### src/rtl/timer_sched_pkg.sv
// ---------------------------------------------------------------------------
// timer_sched_pkg
// Shared constants and types for the multi-channel timer scheduler:
//   - word addresses of the memory-mapped register file
//   - bit positions inside CTRL and CHCTRL
//   - a per-channel state record used to build the read-back view
// ---------------------------------------------------------------------------
package timer_sched_pkg;

   // Register map (word addresses on s_address)
   localparam logic [3:0] ADDR_CTRL        = 4'd0;
   localparam logic [3:0] ADDR_PRESCALE    = 4'd1;
   localparam logic [3:0] ADDR_STATUS      = 4'd2;
   localparam logic [3:0] ADDR_IRQ_EN      = 4'd3;
   localparam logic [3:0] ADDR_PERIOD_BASE = 4'd4;
   localparam logic [3:0] ADDR_CHCTRL_BASE = 4'd8;
   localparam logic [3:0] ADDR_COUNT_BASE  = 4'd12;

   // Bit positions
   localparam int GEN_BIT      = 0;
   localparam int RUN_BIT      = 0;
   localparam int PERIODIC_BIT = 1;

   // Width of the register file data path
   localparam int REG_W = 32;

   // Per-channel state as seen from the bus (zero-extended to REG_W)
   typedef struct packed {
      logic [REG_W-1:0] period;
      logic [REG_W-1:0] count;
      logic             run;
      logic             periodic;
   } chan_state_t;

endpackage

### src/rtl/timer_sched_chan.sv
// ---------------------------------------------------------------------------
// timer_sched_chan
// One countdown channel of the timer scheduler.
// Ports:
//   clk, reset_n : clock, asynchronous active-low reset
//   tick         : shared prescaler tick (one-cycle pulse)
//   load         : start request, loads count from period and sets run
//   stop         : stop request, clears run and freezes count
//   period       : reload value
//   periodic     : reload on expiry instead of stopping
//   count        : current count
//   run          : channel running
//   expire       : combinational pulse, high in the cycle an expiry occurs
// ---------------------------------------------------------------------------
module timer_sched_chan
   import timer_sched_pkg::*;
#(
   parameter int CNT_W = 32
) (
   input  logic             clk,
   input  logic             reset_n,
   input  logic             tick,
   input  logic             load,
   input  logic             stop,
   input  logic [CNT_W-1:0] period,
   input  logic             periodic,
   output logic [CNT_W-1:0] count,
   output logic             run,
   output logic             expire
);

   // A start or stop request in the same cycle as a tick takes priority,
   // so the tick is simply lost for this channel.
   assign expire = tick && run && (count == '0) && !load && !stop;

   // Countdown state: load beats stop beats tick. At zero the channel either
   // reloads (periodic) or stops with count parked at zero; it never wraps.
   always_ff @(posedge clk or negedge reset_n) begin
      if (!reset_n) begin
         count <= '0;
         run   <= 1'b0;
      end else if (load) begin
         count <= period;
         run   <= 1'b1;
      end else if (stop) begin
         run   <= 1'b0;
      end else if (tick && run) begin
         if (count != '0) begin
            count <= count - CNT_W'(1);
         end else if (periodic) begin
            count <= period;
         end else begin
            run   <= 1'b0;
         end
      end
   end

endmodule

### src/rtl/timer_sched.sv
// ---------------------------------------------------------------------------
// timer_sched
// Multi-channel timer scheduler with an Avalon-style slave interface.
// A shared prescaler produces ticks that drive NCH countdown channels; each
// expiry sets a pending flag, and masked pending flags form a registered irq.
// Ports:
//   clk, reset_n   : clock, asynchronous active-low reset
//   s_cs_n         : chip select, active low
//   s_address      : word address
//   s_read/s_write : strobes, qualified by ~s_cs_n
//   s_writedata    : write data
//   s_readdata     : registered read data, valid the cycle after s_read
//   irq            : registered |(pending & IRQ_EN)
// ---------------------------------------------------------------------------
module timer_sched
   import timer_sched_pkg::*;
#(
   parameter int NCH   = 4,
   parameter int CNT_W = 32,
   parameter int PRE_W = 16
) (
   input  logic              clk,
   input  logic              reset_n,
   input  logic              s_cs_n,
   input  logic [3:0]        s_address,
   input  logic              s_read,
   output logic [REG_W-1:0]  s_readdata,
   input  logic              s_write,
   input  logic [REG_W-1:0]  s_writedata,
   output logic              irq
);

   logic             bus_wr;
   logic             bus_rd;
   logic             gen;
   logic [PRE_W-1:0] prescale;
   logic [PRE_W-1:0] pre_cnt;
   logic             tick;
   logic [NCH-1:0]   pending;
   logic [NCH-1:0]   irq_en;
   logic [NCH-1:0]   periodic;
   logic [NCH-1:0]   run;
   logic [NCH-1:0]   expire;
   logic [NCH-1:0]   load;
   logic [NCH-1:0]   stop;
   logic [CNT_W-1:0] period [NCH];
   logic [CNT_W-1:0] count  [NCH];
   chan_state_t      chan_view [4];
   logic [REG_W-1:0] rd_val;

   assign bus_wr = ~s_cs_n & s_write;
   assign bus_rd = ~s_cs_n & s_read;

   // Global control registers
   always_ff @(posedge clk or negedge reset_n) begin
      if (!reset_n) begin
         gen      <= 1'b0;
         prescale <= '0;
         irq_en   <= '0;
      end else if (bus_wr) begin
         if (s_address == ADDR_CTRL)     gen      <= s_writedata[GEN_BIT];
         if (s_address == ADDR_PRESCALE) prescale <= s_writedata[PRE_W-1:0];
         if (s_address == ADDR_IRQ_EN)   irq_en   <= s_writedata[NCH-1:0];
      end
   end

   // Prescaler: the tick is the cycle in which the counter sits at PRESCALE.
   // Rewriting PRESCALE restarts the interval from zero.
   assign tick = gen && (pre_cnt == prescale);

   always_ff @(posedge clk or negedge reset_n) begin
      if (!reset_n) begin
         pre_cnt <= '0;
      end else if (!gen || tick || (bus_wr && s_address == ADDR_PRESCALE)) begin
         pre_cnt <= '0;
      end else begin
         pre_cnt <= pre_cnt + PRE_W'(1);
      end
   end

   // Pending flags: expiry set has priority over write-1-to-clear.
   // irq trails pending/mask by one cycle.
   always_ff @(posedge clk or negedge reset_n) begin
      if (!reset_n) begin
         pending <= '0;
         irq     <= 1'b0;
      end else begin
         if (bus_wr && s_address == ADDR_STATUS) begin
            pending <= (pending & ~s_writedata[NCH-1:0]) | expire;
         end else begin
            pending <= pending | expire;
         end
         irq <= |(pending & irq_en);
      end
   end

   // Per-channel PERIOD/CHCTRL registers and countdown instance
   for (genvar ch = 0; ch < NCH; ch++) begin : g_chan
      logic             sel_chctrl;
      logic [CNT_W-1:0] period_q;
      logic             periodic_q;

      assign sel_chctrl = bus_wr && (s_address == ADDR_CHCTRL_BASE + 4'(ch));
      assign load[ch]   = sel_chctrl &&  s_writedata[RUN_BIT];
      assign stop[ch]   = sel_chctrl && !s_writedata[RUN_BIT];

      always_ff @(posedge clk or negedge reset_n) begin
         if (!reset_n) begin
            period_q   <= '0;
            periodic_q <= 1'b0;
         end else begin
            if (bus_wr && s_address == ADDR_PERIOD_BASE + 4'(ch)) period_q <= s_writedata[CNT_W-1:0];
            if (sel_chctrl) periodic_q <= s_writedata[PERIODIC_BIT];
         end
      end

      assign period[ch]   = period_q;
      assign periodic[ch] = periodic_q;

      timer_sched_chan #(.CNT_W(CNT_W)) u_chan (
         .clk      (clk),
         .reset_n  (reset_n),
         .tick     (tick),
         .load     (load[ch]),
         .stop     (stop[ch]),
         .period   (period[ch]),
         .periodic (periodic[ch]),
         .count    (count[ch]),
         .run      (run[ch]),
         .expire   (expire[ch])
      );
   end

   // The map always has four channel slots; slots beyond NCH read as zero.
   for (genvar gv = 0; gv < 4; gv++) begin : g_view
      if (gv < NCH) begin : g_used
         assign chan_view[gv] = '{period:   REG_W'(period[gv]),
                                  count:    REG_W'(count[gv]),
                                  run:      run[gv],
                                  periodic: periodic[gv]};
      end else begin : g_unused
         assign chan_view[gv] = '0;
      end
   end

   // Read mux
   always_comb begin
      rd_val = '0;
      case (s_address)
         ADDR_CTRL:     rd_val[GEN_BIT]     = gen;
         ADDR_PRESCALE: rd_val[PRE_W-1:0]   = prescale;
         ADDR_STATUS:   rd_val[NCH-1:0]     = pending;
         ADDR_IRQ_EN:   rd_val[NCH-1:0]     = irq_en;
         default: begin
            if (s_address[3:2] == ADDR_PERIOD_BASE[3:2]) begin
               rd_val = chan_view[s_address[1:0]].period;
            end else if (s_address[3:2] == ADDR_CHCTRL_BASE[3:2]) begin
               rd_val[RUN_BIT]      = chan_view[s_address[1:0]].run;
               rd_val[PERIODIC_BIT] = chan_view[s_address[1:0]].periodic;
            end else begin
               rd_val = chan_view[s_address[1:0]].count;
            end
         end
      endcase
   end

   // Registered read data, held between reads
   always_ff @(posedge clk or negedge reset_n) begin
      if (!reset_n) begin
         s_readdata <= '0;
      end else if (bus_rd) begin
         s_readdata <= rd_val;
      end
   end

endmodule

### config.mk
export PLATFORM = sky130hd
export DESIGN_NAME = timer_sched
export DESIGN_NICKNAME = d
export VERILOG_FILES = /design/src/rtl/timer_sched_pkg.sv /design/src/rtl/timer_sched_chan.sv /design/src/rtl/timer_sched.sv
export SDC_FILE = /design/constraint.sdc
export NUM_CORES = 1
export LEC_CHECK = 0
export BUFFER_PORTS_ARGS = -buffer_cell sky130_fd_sc_hd__buf_2
export CAP_MARGIN = 20
export CORE_MARGIN = 1
export CORE_UTILIZATION = 63
export DETAILED_ROUTE_END_ITERATION = 12
export GPL_TIMING_DRIVEN = 0
export PLACE_DENSITY_LB_ADDON = 0.15
export SYNTH_ARGS = -nofsm -noshare
export SYNTH_HDL_FRONTEND = slang
export SYNTH_HIERARCHICAL = 1
export SYNTH_SLANG_ARGS = --single-unit
### constraint.sdc
create_clock -name clk -period 3.85 [get_ports clk]
set_input_delay 0.1925 -clock clk [delete_from_list [all_inputs] [get_ports clk]]
set_output_delay 0.1925 -clock clk [all_outputs]
set_load 0.02 [all_outputs]
[After elaboration in Yosys (flattened, before gate mapping)]
Index checks and enable logic that the tools add are counted.
Widths: inputs -> output; s select.
Storage, ports and cells
  register bits after elaboration: 338
  word-level logic and storage cells: 198
Operators by class
  $add $sub $neg: 5
  magnitude comparators: 1
  equal/unequal tests: 26
  muxes and demuxes: 52
  bitwise operators: 9
  reductions and logical operators: 82
Operators with widths (count)
  $mux 32: 21
  $bmux 66 s2: 1
  $mux 66: 2
  $logic_not 32->1: 4
  $reduce_bool 32->1: 4
  $sub 32x1->32 const B: 4
  $logic_and 1x1->1: 35
  $mux 16: 2
  $mux 30: 1
  $ne 3x1->1 const B: 8
  $pmux 12 s2: 1
  $reduce_and 3->1: 8
  $reduce_bool 3->1: 8
  $mux 1: 20
  $add 16x1->16 const B: 1
  $eq 16x16->1: 1
  $eq 4x3->1 const B: 4
  $eq 4x4->1 const B: 4
  $pmux 3 s4: 1
  $logic_not 1->1: 10
  $and 4x4->4: 2
  $eq 4x2->1 const B: 2
  $ne 2x1->1 const B: 4
  $or 4x4->4: 2
  17 further kinds: 25

[Longest topological paths before layout]
  word-level depth: 9
  mapped depth: 11
  mapped depth without buffers: 9

[Hierarchy]
Netlist, hierarchy kept.
Modules (own cells, without submodules)
  timer_sched: instances 1, cells an instance 726, area each 10276.1 um^2, sequential area each 5154.9 um^2
  timer_sched_chan at g_chan[0].u_chan ...: instances 3, cells an instance 284, area each 2260.9 um^2, sequential area each 825.8 um^2
  timer_sched_chan at g_chan[3].u_chan: instances 1, cells an instance 288, area each 2566.2 um^2, sequential area each 825.8 um^2

[Worst setup path after synthesis]
Ideal clock, no wire load.
  path type: register to register
  start point: register pre_cnt[11]
  end point: register g_chan[0].u_chan.count[15]
  setup time: 126 ps
  arrival time: 2712 ps
  path slack: 1012 ps
  cell stages (with the launch flop): 12
  cell sequence: dfrtp_1 > clkbuf_1 > xnor2_1 > nand4_1 > nor4_4 > and2_1 > and3_1 > nor2_1 > a31oi_1 > clkbuf_1 > o21ai_0 > a221o_1
Between the ends
  longest elaborated chain between the ends: 5
Ends and longest elaborated chain
  start, declared: line timer_sched.sv:37  | logic [PRE_W-1:0] pre_cnt;
  start signal, assigned: line timer_sched.sv:77  | pre_cnt <= pre_cnt + PRE_W'(1);
  $eq 16x16->1: line timer_sched.sv:69  | assign tick = gen && (pre_cnt == prescale);
  $logic_and 1x1->1: line timer_sched.sv:69
  named net tick: line timer_sched.sv:38  | logic tick;
  $logic_and 1x1->1: line timer_sched_chan.sv:47  | end else if (tick && run) begin
  $reduce_bool 2->1 (no source line)
  $reduce_and 3->1 (no source line)
  end signal, assigned: line timer_sched_chan.sv:43  | count <= period;
  end signal, assigned: line timer_sched_chan.sv:49  | count <= count - CNT_W'(1);
  end signal, assigned: line timer_sched_chan.sv:51  | count <= period;
  end, declared: line timer_sched_chan.sv:27  | output logic [CNT_W-1:0] count,
The timed path passes the listed nets, and every way through them passes these cells.
A chain may end at the register's enable or synchronous reset.

[Final worst setup path]
  start point: register prescale[2]
  end point: register g_chan[0].u_chan.count[12]
Between the ends
  longest elaborated chain between the ends: 5
Ends and longest elaborated chain
  start, declared: line timer_sched.sv:36  | logic [PRE_W-1:0] prescale;
  start signal, assigned: line timer_sched.sv:62  | if (s_address == ADDR_PRESCALE) prescale <= s_writedata[PRE_W-1:0];
  $eq 16x16->1: line timer_sched.sv:69
  $logic_and 1x1->1: line timer_sched.sv:69
  named net tick: line timer_sched.sv:38
  $logic_and 1x1->1: line timer_sched_chan.sv:47
  $reduce_bool 2->1 (no source line)
  $reduce_and 3->1 (no source line)
The timed path passes the listed nets, and every way through them passes these cells.

==> results.py <==
metrics = {
    "cts": {
        "cts_tree": "done",
        "path_clk_slew_ps": 70,
        "cts_root_buffer": "clkbuf_16",
        "cts_sinks": 338,
        "cts_max_level": 2,
        "cts_buffer_depth": 3,
        "insertion_delay_ps": 530,
        "cts_buffers": 39,
    },
    "pwr": {
        "clkPwrFrac_pct": 40.5,
        "power.density_nw_per_um2": 449,
        "leakagePower_nw": 9.56,
        "switching_share_pct": 29.4,
        "p_int_mw": 7.05,
        "ir_drop_mv": 0.417,
        "share_comb_of_total_power_pct": 13.2,
        "p_seq_share_pct": 46.3,
        "power_switching_mw": 2.93,
    },
    "synth": {
        "synthArstFlopShare_pct": 100,
        "synth_top_area_share_pct": 43.1,
        "syn_nets": 1916,
        "synth-seq-cells": 338,
        "yosysWarnings": 6,
        "synth_edf_count": 0,
        "synth_ff_type": "dfrtp_1",
        "ys_seq_area_share_pct": 43.1,
        "synth_area_leaders": "dfrtp_1 43%, mux4_2 7.3%, mux2_1 4.5%",
        "synth_largest_area_cell": "dfrtp_1",
        "syn_inst": 1866,
        "synth_most_common_cell": "dfrtp_1",
        "synth_cell_types": 81,
        "netlist_top_cells_count": "338 x dfrtp_1, 126 x o21ai_0, 108 x nand2_1",
        "syn_area_um2": 19600,
        "synth_area_per_cell_um2": 10.5,
    },
    "cells_and_area": {
        "nets": 2058,
        "fin_cells": 2439,
        "utilization_pct": 72.7,
        "drive_above_1_share_pct": 19.3,
        "area_delta_synth_final_pct": 13.3,
        "fin_area_um2": 22200,
    },
    "die": {
        "core_area_um2": 30600,
        "die_area_um2": 31900,
        "die_x_um": 178,
        "start_util_pct": 64.2,
        "row_count": 64,
        "io_pins": 74,
        "dieHeight_um": 178,
    },
    "setup_path": {
        "required_ps": 4230,
        "r2r_slack_ps": 110,
        "endpoint_kind": "flip-flop",
        "r2r-start": "prescale[2]$_DFFE_PN0P_",
        "start_kind": "flip-flop",
        "crit_type": "reg -> reg",
        "reg2reg_depth": 10,
        "crit_start": "prescale[2]$_DFFE_PN0P_",
        "endpoint": "g_chan[0].u_chan/count[12]$_DFFE_PN0P_",
        "r2r-end": "g_chan[0].u_chan/count[12]$_DFFE_PN0P_",
        "worstPathArrival_ps": 4120,
        "path_max_fanout": 12,
    },
    "sta": {
        "tightest_slew_ps": 1070,
        "final_hold_viol_count": 0,
        "min_period_over_period_pct": 97.1,
        "post-route-min-period_ps": 3740,
        "setup_tns_ps": 0,
        "grt_setup_unrepaired": "false",
        "slew_violations": 0,
        "clock_skew_ps": 14.4,
        "finalSetupViolCount": 0,
        "slew_headroom_pct": 27.7,
        "max_freq_mhz": 267,
    },
    "global_route": {
        "grt_max_degree": 121,
        "antenna_found_initial": 8,
        "grt_pass1_vias": 17000,
        "grt_pass1_wl_um": 110000,
        "globalRouteOverflowTotal": 0,
        "grt_usage_pct": 47.9,
    },
    "status": {
        "outcome": "complete, no violations",
    },
    "route": {
        "avgRoutedWirePerCell_um": 31.1,
        "num_vias": 18400,
        "vias_per_cell": 7.53,
        "drt_iter0_drc": 2550,
        "route.detailed.drc": 0,
        "dr.pass1.iters": 8,
        "wirelength_um": 75800,
        "ant_nets": 0,
    },
    "job": {
        "cap_violations": 0,
    },
    "placed_design": {
        "io_buffers": 71,
        "dpl_cell_area_um2": 20600,
        "dp.cells": 2336,
        "gp_congestion": 1.05,
        "dp_hpwl_um": 56000,
    },
    "min_path": {
        "hold_class": "in -> reg",
    },
}
-- placed cells by master (no fill, tap or decap), types with 8 or more instances in the layout --
| master | synthesis | final |
|---|---|---|
| a31o_2 | 9 | 9 |
| a31oi_1 | 17 | 17 |
| nand2_1 | 108 | 108 |
| a21oi_1 | 94 | 94 |
| nand3b_1 | 10 | 10 |
| clkbuf_16 | 0 | 41 |
| buf_4 | 15 | 15 |
| dlygate4sd3_1 | 0 | 26 |
| xnor2_1 | 23 | 23 |
| nand3_1 | 70 | 70 |
| clkbuf_1 | 66 | 60 |
| nand4_1 | 39 | 39 |
| dfrtp_1 | 338 | 338 |
| mux4_2 | 64 | 64 |
| or4_1 | 11 | 11 |
| o211ai_1 | 11 | 11 |
| o22a_1 | 13 | 13 |
| mux2_1 | 78 | 78 |
| nor4_1 | 58 | 58 |
| o21ai_1 | 22 | 22 |
| buf_2 | 37 | 107 |
| ha_1 | 9 | 9 |
| nor2_1 | 105 | 105 |
| o21a_1 | 8 | 8 |
| mux2i_1 | 57 | 57 |
| and3_1 | 10 | 10 |
| clkbuf_2 | 0 | 8 |
| inv_1 | 38 | 38 |
| a221o_1 | 13 | 13 |
| o21ai_0 | 126 | 126 |
| mux2_2 | 78 | 78 |
| nor3_1 | 88 | 88 |
| a211oi_1 | 26 | 26 |
| a22oi_1 | 33 | 33 |
| clkinv_2 | 0 | 14 |
| or3_1 | 17 | 17 |
| nand2b_1 | 14 | 14 |
-- critical path, stage by stage (launching register included) --
cell and delay, ps:
dfrtp_1 440, xnor2_1 260, nand4_1 180, nor4_4 620, and2_4 410, and3_1 320, nor2_1 90, a31oi_1 250
clkbuf_1 440, clkbuf_2 380, a21oi_1 180
-- power by group through the flow --
stage	clock (mW)	sequential [mW]	combinational [mW]
after floorplan	0	4.31	0.852
after global placement	0	4.60	1.21
after detailed placement	0	4.62	1.27
after CTS	4.02	4.56	1.30
after global routing	4.16	4.63	1.41
final	4.04	4.62	1.32
-- through the flow --
| stage | setup slack [ps] | total power, mW | hold WS, ps |
|---|---|---|---|
| after global routing | 58.8 | 10.2 | 11.4 |
| after CTS | 153 | 9.89 | 10.7 |
| after floorplan | 1010 | 5.17 | -103 |
| after detailed placement | -280 | 5.89 | 21.2 |
| final | 110 | 9.99 | 11.9 |
| after global placement | -3950 | 5.81 | 448 |
-- flip-flops by register name, indices dropped and copies added, names as in the netlist --
name	count
g_chan.period_q	128
g_chan.u_chan/count	128
s_readdata	32
pre_cnt	16
prescale	16
g_chan.periodic_q	4
g_chan.u_chan/run	4
irq_en	4
pending	4
gen	1
irq	1
-- kinds of logic after synthesis --
kind of cell,share of synthesized area [%]
compound gates,15.7
xor+xnor,1.25
fa+ha+maj,0.574
buf+inv,3.85
flops,43.1
mux,19.2
simple gates,16.3
-- area by class of cell --
class                           instances  area, um2
Multi-Input combinational cell       1366      10400
Sequential cell                       338       8460
Fill cell                            2189       8350
Clock buffer                           48       1110
Timing Repair Buffer                  101        713
Buffer                                124        622
Tap cell                              396        495
Clock inverter                         23        274
Inverter                               38        143
Antenna cell                            5       12.5
-- what timing repair did --
action                                  4_1_cts  5_1_grt
hold endpoints to repair                    324        0
pin swaps                                     0        1
resized for setup                             4        9
endpoints found under the setup margin       36       43
hold buffers                                 26        0
setup buffers                                 0        0
-- per-layer routing --
metal / vias up / global-route usage, % / routed length (um)
met2: 1482 / 70.5 / 33100
li1: 7486 / - / -
met1: 9075 / 64.6 / 27800
met3: 309 / 13.2 / 10300
met4: 10 / 24.8 / 4630
met5: - / 0 / 77
-- worst min-delay path by stage --
stage / from / endpoint / slack (ps) / depth (start not counted)
3_3_place_gp: s_writedata[20] / g_chan[0].period_q[20]$_DFFE_PN0P_ / 450 / 2
5_1_grt: s_writedata[14] / g_chan[0].period_q[14]$_DFFE_PN0P_ / 10 / 2
2_1_floorplan: reset_n / g_chan[0].period_q[0]$_DFFE_PN0P_ / -100 / 0
6_report: s_writedata[14] / g_chan[2].period_q[14]$_DFFE_PN0P_ / 10 / 2
3_5_place_dp: reset_n / g_chan[0].u_chan/count[24]$_DFFE_PN0P_ / 20 / 1
4_1_cts: s_writedata[9] / g_chan[0].period_q[9]$_DFFE_PN0P_ / 10 / 2
No activity file was read; power rests on OpenSTA's default activity.
